===== src/rtl/mips_pkg.sv =====
// Shared encodings for the multicycle MIPS control path: opcodes, functs,
// FSM state codes, ALU operations and datapath mux selects.
package mips_pkg;

   localparam logic [5:0] OP_RTYPE = 6'b000000;
   localparam logic [5:0] OP_LW    = 6'b100011;
   localparam logic [5:0] OP_SW    = 6'b101011;
   localparam logic [5:0] OP_BEQ   = 6'b000100;
   localparam logic [5:0] OP_BNE   = 6'b000101;
   localparam logic [5:0] OP_ADDI  = 6'b001000;
   localparam logic [5:0] OP_JAL   = 6'b000011;

   localparam logic [5:0] FN_ADD = 6'b100000;
   localparam logic [5:0] FN_SUB = 6'b100010;
   localparam logic [5:0] FN_AND = 6'b100100;
   localparam logic [5:0] FN_OR  = 6'b100101;
   localparam logic [5:0] FN_SLT = 6'b101010;
   localparam logic [5:0] FN_SLL = 6'b000000;
   localparam logic [5:0] FN_SRL = 6'b000010;
   localparam logic [5:0] FN_JR  = 6'b001000;

   typedef enum logic [3:0] {
      S_FETCH    = 4'd0,
      S_DECODE   = 4'd1,
      S_MEMADR   = 4'd2,
      S_MEMREAD  = 4'd3,
      S_MEMWB    = 4'd4,
      S_MEMWRITE = 4'd5,
      S_EXECUTE  = 4'd6,
      S_ALUWB    = 4'd7,
      S_BRANCH   = 4'd8,
      S_ADDIEX   = 4'd9,
      S_ADDIWB   = 4'd10,
      S_JAL      = 4'd11,
      S_JR       = 4'd12,
      S_HALT     = 4'd13
   } state_t;

   localparam logic [2:0] ALU_AND = 3'b000;
   localparam logic [2:0] ALU_OR  = 3'b001;
   localparam logic [2:0] ALU_ADD = 3'b010;
   localparam logic [2:0] ALU_SUB = 3'b110;
   localparam logic [2:0] ALU_SLT = 3'b111;
   localparam logic [2:0] ALU_SLL = 3'b100;
   localparam logic [2:0] ALU_SRL = 3'b101;

   localparam logic [1:0] SRCB_REG     = 2'b00;
   localparam logic [1:0] SRCB_FOUR    = 2'b01;
   localparam logic [1:0] SRCB_IMM     = 2'b10;
   localparam logic [1:0] SRCB_IMM_SH2 = 2'b11;

   localparam logic [1:0] PCSRC_ALU    = 2'b00;
   localparam logic [1:0] PCSRC_ALUOUT = 2'b01;
   localparam logic [1:0] PCSRC_JUMP   = 2'b10;
   localparam logic [1:0] PCSRC_REGA   = 2'b11;

   // One bundle of every datapath control so a state can be decoded in one place.
   typedef struct packed {
      logic       pc_en;
      logic       i_or_d;
      logic       mem_write;
      logic       ir_write;
      logic       reg_write;
      logic       reg_dst;
      logic       mem_to_reg;
      logic       jal_sel;
      logic       alu_src_a;
      logic [1:0] alu_src_b;
      logic [2:0] alu_control;
      logic [1:0] pc_src;
      logic       halted;
   } ctrl_t;

endpackage


===== src/rtl/mips_alu_dec.sv =====
// R-type funct decoder: ALU operation plus a flag for functs the ALU cannot execute.
module mips_alu_dec
   import mips_pkg::*;
(
   input  logic [5:0] funct,
   output logic [2:0] alu_control,
   output logic       supported
);

   always_comb begin
      alu_control = ALU_ADD;
      supported   = 1'b1;
      case (funct)
         FN_ADD:  alu_control = ALU_ADD;
         FN_SUB:  alu_control = ALU_SUB;
         FN_AND:  alu_control = ALU_AND;
         FN_OR:   alu_control = ALU_OR;
         FN_SLT:  alu_control = ALU_SLT;
         FN_SLL:  alu_control = ALU_SLL;
         FN_SRL:  alu_control = ALU_SRL;
         default: supported   = 1'b0;
      endcase
   end

endmodule


===== src/rtl/multicycle_ctrl.sv =====
// Moore control FSM for the multicycle MIPS datapath; halts on unsupported
// instructions and counts retired instructions.
module multicycle_ctrl
   import mips_pkg::*;
#(
   parameter int CNT_W = 32
)
(
   input  logic             clk,
   input  logic             reset,
   input  logic [5:0]       op,
   input  logic [5:0]       funct,
   input  logic             zero,
   output logic             pc_en,
   output logic             i_or_d,
   output logic             mem_write,
   output logic             ir_write,
   output logic             reg_write,
   output logic             reg_dst,
   output logic             mem_to_reg,
   output logic             jal_sel,
   output logic             alu_src_a,
   output logic [1:0]       alu_src_b,
   output logic [2:0]       alu_control,
   output logic [1:0]       pc_src,
   output logic             halted,
   output logic [3:0]       state_dbg,
   output logic [CNT_W-1:0] retired
);

   state_t           state_q, state_d;
   logic [CNT_W-1:0] retired_q, retired_d;
   logic [2:0]       fn_alu_ctrl;
   logic             fn_supported;
   logic             retire;
   ctrl_t            ctrl;

   mips_alu_dec u_alu_dec (
      .funct       (funct),
      .alu_control (fn_alu_ctrl),
      .supported   (fn_supported)
   );

   always_ff @(posedge clk) begin
      if (reset) begin
         state_q   <= S_FETCH;
         retired_q <= '0;
      end else begin
         state_q   <= state_d;
         retired_q <= retired_d;
      end
   end

   always_comb begin
      state_d = S_HALT;
      case (state_q)
         S_FETCH:  state_d = S_DECODE;
         S_DECODE: begin
            case (op)
               OP_LW, OP_SW:   state_d = S_MEMADR;
               OP_RTYPE: begin
                  if (funct == FN_JR)    state_d = S_JR;
                  else if (fn_supported) state_d = S_EXECUTE;
                  else                   state_d = S_HALT;
               end
               OP_BEQ, OP_BNE: state_d = S_BRANCH;
               OP_ADDI:        state_d = S_ADDIEX;
               OP_JAL:         state_d = S_JAL;
               default:        state_d = S_HALT;
            endcase
         end
         S_MEMADR:   state_d = (op == OP_SW) ? S_MEMWRITE : S_MEMREAD;
         S_MEMREAD:  state_d = S_MEMWB;
         S_MEMWB:    state_d = S_FETCH;
         S_MEMWRITE: state_d = S_FETCH;
         S_EXECUTE:  state_d = S_ALUWB;
         S_ALUWB:    state_d = S_FETCH;
         S_BRANCH:   state_d = S_FETCH;
         S_ADDIEX:   state_d = S_ADDIWB;
         S_ADDIWB:   state_d = S_FETCH;
         S_JAL:      state_d = S_FETCH;
         S_JR:       state_d = S_FETCH;
         S_HALT:     state_d = S_HALT;
         default:    state_d = S_HALT;
      endcase
   end

   // Every return to FETCH marks a completed instruction; HALT never returns.
   assign retire    = (state_d == S_FETCH) && (state_q != S_FETCH);
   assign retired_d = retired_q + {{(CNT_W-1){1'b0}}, retire};

   always_comb begin
      ctrl = '0;
      case (state_q)
         S_FETCH: begin
            ctrl.i_or_d      = 1'b0;
            ctrl.ir_write    = 1'b1;
            ctrl.alu_src_a   = 1'b0;
            ctrl.alu_src_b   = SRCB_FOUR;
            ctrl.alu_control = ALU_ADD;
            ctrl.pc_src      = PCSRC_ALU;
            ctrl.pc_en       = 1'b1;
         end
         S_DECODE: begin
            ctrl.alu_src_a   = 1'b0;
            ctrl.alu_src_b   = SRCB_IMM_SH2;
            ctrl.alu_control = ALU_ADD;
         end
         S_MEMADR: begin
            ctrl.alu_src_a   = 1'b1;
            ctrl.alu_src_b   = SRCB_IMM;
            ctrl.alu_control = ALU_ADD;
         end
         S_MEMREAD: ctrl.i_or_d = 1'b1;
         S_MEMWB: begin
            ctrl.reg_write  = 1'b1;
            ctrl.reg_dst    = 1'b0;
            ctrl.mem_to_reg = 1'b1;
         end
         S_MEMWRITE: begin
            ctrl.i_or_d    = 1'b1;
            ctrl.mem_write = 1'b1;
         end
         S_EXECUTE: begin
            ctrl.alu_src_a   = 1'b1;
            ctrl.alu_src_b   = SRCB_REG;
            ctrl.alu_control = fn_alu_ctrl;
         end
         S_ALUWB: begin
            ctrl.reg_write  = 1'b1;
            ctrl.reg_dst    = 1'b1;
            ctrl.mem_to_reg = 1'b0;
         end
         S_BRANCH: begin
            ctrl.alu_src_a   = 1'b1;
            ctrl.alu_src_b   = SRCB_REG;
            ctrl.alu_control = ALU_SUB;
            ctrl.pc_src      = PCSRC_ALUOUT;
            ctrl.pc_en       = (op == OP_BNE) ? ~zero : zero;
         end
         S_ADDIEX: begin
            ctrl.alu_src_a   = 1'b1;
            ctrl.alu_src_b   = SRCB_IMM;
            ctrl.alu_control = ALU_ADD;
         end
         S_ADDIWB: begin
            ctrl.reg_write  = 1'b1;
            ctrl.reg_dst    = 1'b0;
            ctrl.mem_to_reg = 1'b0;
         end
         // The PC register already holds PC+4 here, so it is the link value.
         S_JAL: begin
            ctrl.reg_write = 1'b1;
            ctrl.jal_sel   = 1'b1;
            ctrl.pc_src    = PCSRC_JUMP;
            ctrl.pc_en     = 1'b1;
         end
         S_JR: begin
            ctrl.alu_src_a = 1'b1;
            ctrl.pc_src    = PCSRC_REGA;
            ctrl.pc_en     = 1'b1;
         end
         S_HALT:  ctrl.halted = 1'b1;
         default: ctrl = '0;
      endcase
      // Reset abandons any in-flight instruction without side effects.
      if (reset) begin
         ctrl = '0;
      end
   end

   assign pc_en       = ctrl.pc_en;
   assign i_or_d      = ctrl.i_or_d;
   assign mem_write   = ctrl.mem_write;
   assign ir_write    = ctrl.ir_write;
   assign reg_write   = ctrl.reg_write;
   assign reg_dst     = ctrl.reg_dst;
   assign mem_to_reg  = ctrl.mem_to_reg;
   assign jal_sel     = ctrl.jal_sel;
   assign alu_src_a   = ctrl.alu_src_a;
   assign alu_src_b   = ctrl.alu_src_b;
   assign alu_control = ctrl.alu_control;
   assign pc_src      = ctrl.pc_src;
   assign halted      = ctrl.halted;
   assign state_dbg   = state_q;
   assign retired     = retired_q;

endmodule


===== config.mk =====
export PLATFORM = sky130hd
export DESIGN_NAME = multicycle_ctrl
export DESIGN_NICKNAME = d
export VERILOG_FILES = /design/src/rtl/mips_pkg.sv /design/src/rtl/mips_alu_dec.sv /design/src/rtl/multicycle_ctrl.sv
export SDC_FILE = /design/constraint.sdc
export NUM_CORES = 1
export LEC_CHECK = 0
export CAP_MARGIN = 20
export CORE_ASPECT_RATIO = 0.6
export CORE_MARGIN = 4
export CORE_UTILIZATION = 50
export CTS_BUF_LIST = sky130_fd_sc_hd__clkbuf_8 sky130_fd_sc_hd__clkbuf_16
export DETAILED_ROUTE_END_ITERATION = 12
export GPL_TIMING_DRIVEN = 1
export PLACE_DENSITY = 0.85
export SLEW_MARGIN = 25
export SYNTH_ARGS = -nofsm -noshare
export SYNTH_HDL_FRONTEND = slang
export SYNTH_SLANG_ARGS = --single-unit

===== constraint.sdc =====
create_clock -name clk -period 7.4 [get_ports clk]
set_input_delay 1.11 -clock clk [delete_from_list [all_inputs] [get_ports clk]]
set_output_delay 1.11 -clock clk [all_outputs]
set_load 0.005 [all_outputs]

==> results.sh <==
export IMPL_outcome="complete, no violations"
export IMPL_hold_violations=0
export IMPL_max_slew_margin=0.506
export IMPL_post_cts_buffers=0
export IMPL_clk_path_buf_depth=2
export IMPL_drv_cap=0
export IMPL_slew_violations=0
export IMPL_syn_avg_cell_area_sq_um=7.83
export IMPL_p_leak_nw=0.983
export IMPL_synth_nets=290
export IMPL_cts_root_buf="clkbuf_8"
export IMPL_die_y_um=58.6
export IMPL_ys_seq_area_frac=0.337
export IMPL_numPortBuffers=67
export IMPL_cp_data_required_time_ns=7.57
export IMPL_total_power_mw=0.460
export IMPL_io_pins=68
export IMPL_critPathCaptureType="register"
export IMPL_grt_use_total=0.239
export IMPL_cp_start_kind="primary input"
export IMPL_min_period_ns=4.51
export IMPL_fin_crit_sh=0.609
export IMPL_hold_class="register to register"
export IMPL_via_per_inst=5.74
export IMPL_postRouteAntennaNets=0
export IMPL_synth_cells=273
export IMPL_rsz0062_at_grt="no"
export IMPL_synth_ff_latch_count=36
export IMPL_synth_edff_count=0
export IMPL_start_util=0.519
export IMPL_dr_pass1_iters=4
export IMPL_grt_max_degree=47
export IMPL_core_area_sq_um=4120
export IMPL_fin_skew_ns=0.00721
export IMPL_wire_per_inst_um=15.6
export IMPL_yosysTopAreaCell="dfxtp_1"
export IMPL_cts_tree="built"
export IMPL_ys_warn_count=0
export IMPL_gp_congestion=0.849
export IMPL_critPathKind="primary input to register"
export IMPL_critPathArrivalTime_ns=4.68
export IMPL_clk_pin_slew_ns=0.08
export IMPL_setup_viol=0
export IMPL_grt_pass1_wl_um=10300
export IMPL_drc=0
export IMPL_cts_hold_buffers=0
export IMPL_routed_wl_um=6180
export IMPL_synth_area_sq_um=2140
export IMPL_fill_cells=350
export IMPL_diodes=0
export IMPL_fmax_ghz=0.222
export IMPL_design_die_area_sq_um=5420
export IMPL_drt_iter0_markers=234
export IMPL_drive_gt1_frac=0.0537
export IMPL_synth_top_area_share=0.337
export IMPL_ir_drop_mv=0.117
export IMPL_antenna_found_initial=0
export IMPL_fin_nets=351
export IMPL_placed_cells=387
export IMPL_post_cts_resized=0
export IMPL_clk_latency_ns=0.29
export IMPL_dp_slack_ns=2.70
export IMPL_tns_ns=0
export IMPL_num_vias=2266
export IMPL_syn_to_final_growth_pct=37.4
export IMPL_grt_pass1_vias=2130
export IMPL_ys_top_cells_by_area="dfxtp_1 (34%), xnor2_1 (7.8%), nor2_1 (7.0%)"
export IMPL_tightest_slew_ns=0.740
export IMPL_htreeDepth=2
export IMPL_grt_overflow=0
export IMPL_layout_setup_ws_ns=2.89
export IMPL_layout_cells_non_filler=395
export IMPL_dp_hpwl_um=4560
export IMPL_cts_buffers=5
export IMPL_die_width_um=92.4
export IMPL_cts_sinks=36
export IMPL_rows=18
export IMPL_power_density_nw_per_um2=157
export IMPL_worstPathMaxFanout=8
export IMPL_synth_top_flop_cell="dfxtp_1"
export IMPL_yosysUniqueCellTypes=47
export IMPL_async_flop_share=0
synth_stat cells, drive strengths merged (9+ instances only):
cell / number
nand2: 19
nor3: 15
o21ai: 10
a21oi: 11
dfxtp: 36
clkbuf: 12
inv: 11
nor4: 12
nand3: 9
xnor2: 19
nor2: 40
registers in the layout, summed over array words and instances (netlist names):
| signal | cells |
|---|---|
| state_dbg | 4 |
| retired | 32 |
stage by stage:
stage	instance area, sq um	utilization	hold WS, ns
2_1_floorplan	2140	-	0.495
3_3_place_gp	2830	0.686	0.501
3_5_place_dp	2830	0.686	0.515
4_1_cts	2940	0.713	0.528
5_1_grt	2940	0.713	0.570
6_report	2940	0.713	0.525
power breakdown:
part / total [mW] / switching (mW) / internal (mW) / leakage, nW
Sequential: 0.211 / 0.0132 / 0.198 / 0.291
Combinational: 0.0780 / 0.0370 / 0.0410 / 0.633
Clock: 0.171 / 0.0721 / 0.0986 / 0.0593
Total: 0.460 / 0.122 / 0.337 / 0.983
kinds of logic (layout without fill, tap and decap cells):
kind of cell / count (synthesis) / count (layout) / synth area share
buffers and inverters: 25 / 87 / 0.0480
muxes: 1 / 1 / 0.00468
AOI/OAI and AO/OA: 44 / 44 / 0.135
and+or+nand+nor: 139 / 139 / 0.357
xor gates and xnor gates: 26 / 26 / 0.107
DFF: 36 / 36 / 0.337
adders and majority gates: 2 / 2 / 0.0117
critical path: stages:
cell and delay [ns]:
clkdlybuf4s50_1 0.56, nor4bb_1 0.56, and4_1 0.26, o32ai_1 0.07, a31oi_1 0.22, and4_1 0.22
ha_1 0.29, ha_1 0.27, and2_1 0.18, nand4_1 0.29, nor4_1 0.41, xnor2_1 0.18
nor2_1 0.05
final cells by class:
| type | instances | area, sq um | share of cell area |
|---|---|---|---|
| Inverter | 11 | 41.3 | 0.0141 |
| Multi-Input combinational cell | 212 | 1310 | 0.447 |
| Clock buffer | 5 | 68.8 | 0.0234 |
| Timing Repair Buffer | 68 | 678 | 0.231 |
| Tap cell | 60 | 75.1 | 0.0256 |
| Clock inverter | 3 | 38.8 | 0.0132 |
| Sequential cell | 36 | 721 | 0.245 |
layout by cell type (no fill, tap or decap), types with 2 or more instances in the layout:
master / count
and4_1: 7
xor2_1: 7
o32ai_1: 3
dfxtp_1: 36
and3_1: 3
nand4_1: 3
clkdlybuf4s50_1: 67
xnor2_1: 19
a211oi_1: 4
ha_1: 2
nor2b_1: 4
nand2_1: 19
and2_1: 2
a31oi_1: 4
clkbuf_8: 5
a21oi_1: 11
o21ai_0: 10
nand4_4: 2
nor4_1: 12
nor3_1: 15
nand3_1: 9
a21boi_0: 2
or3_1: 7
nand2b_1: 6
inv_1: 12
nor2_1: 40
or2_2: 2
path summary, 6_finish.rpt:
| kind | from | end | slack, ns | cells past startpoint |
|---|---|---|---|---|
| worst max-delay path | op[0] | retired[26] | 2.89 | 13 |
| worst min-delay path | retired[29] | retired[29] | 0.52 | 2 |
| worst max register to register | state_dbg[2] | retired[26] | 3.59 | 12 |
| worst min register to register | retired[29] | retired[29] | 0.52 | 2 |
metal layers:
layer,GRT usage,share of wire,wire length [um],vias to the layer above
met5,0,0,0,-
met4,0.0613,0.013,82,0
met3,0.0613,0.065,404,12
met2,0.349,0.42,2590,80
met1,0.352,0.50,3110,1068
li1,-,-,-,1106
Power figures use the tool's default switching activity.
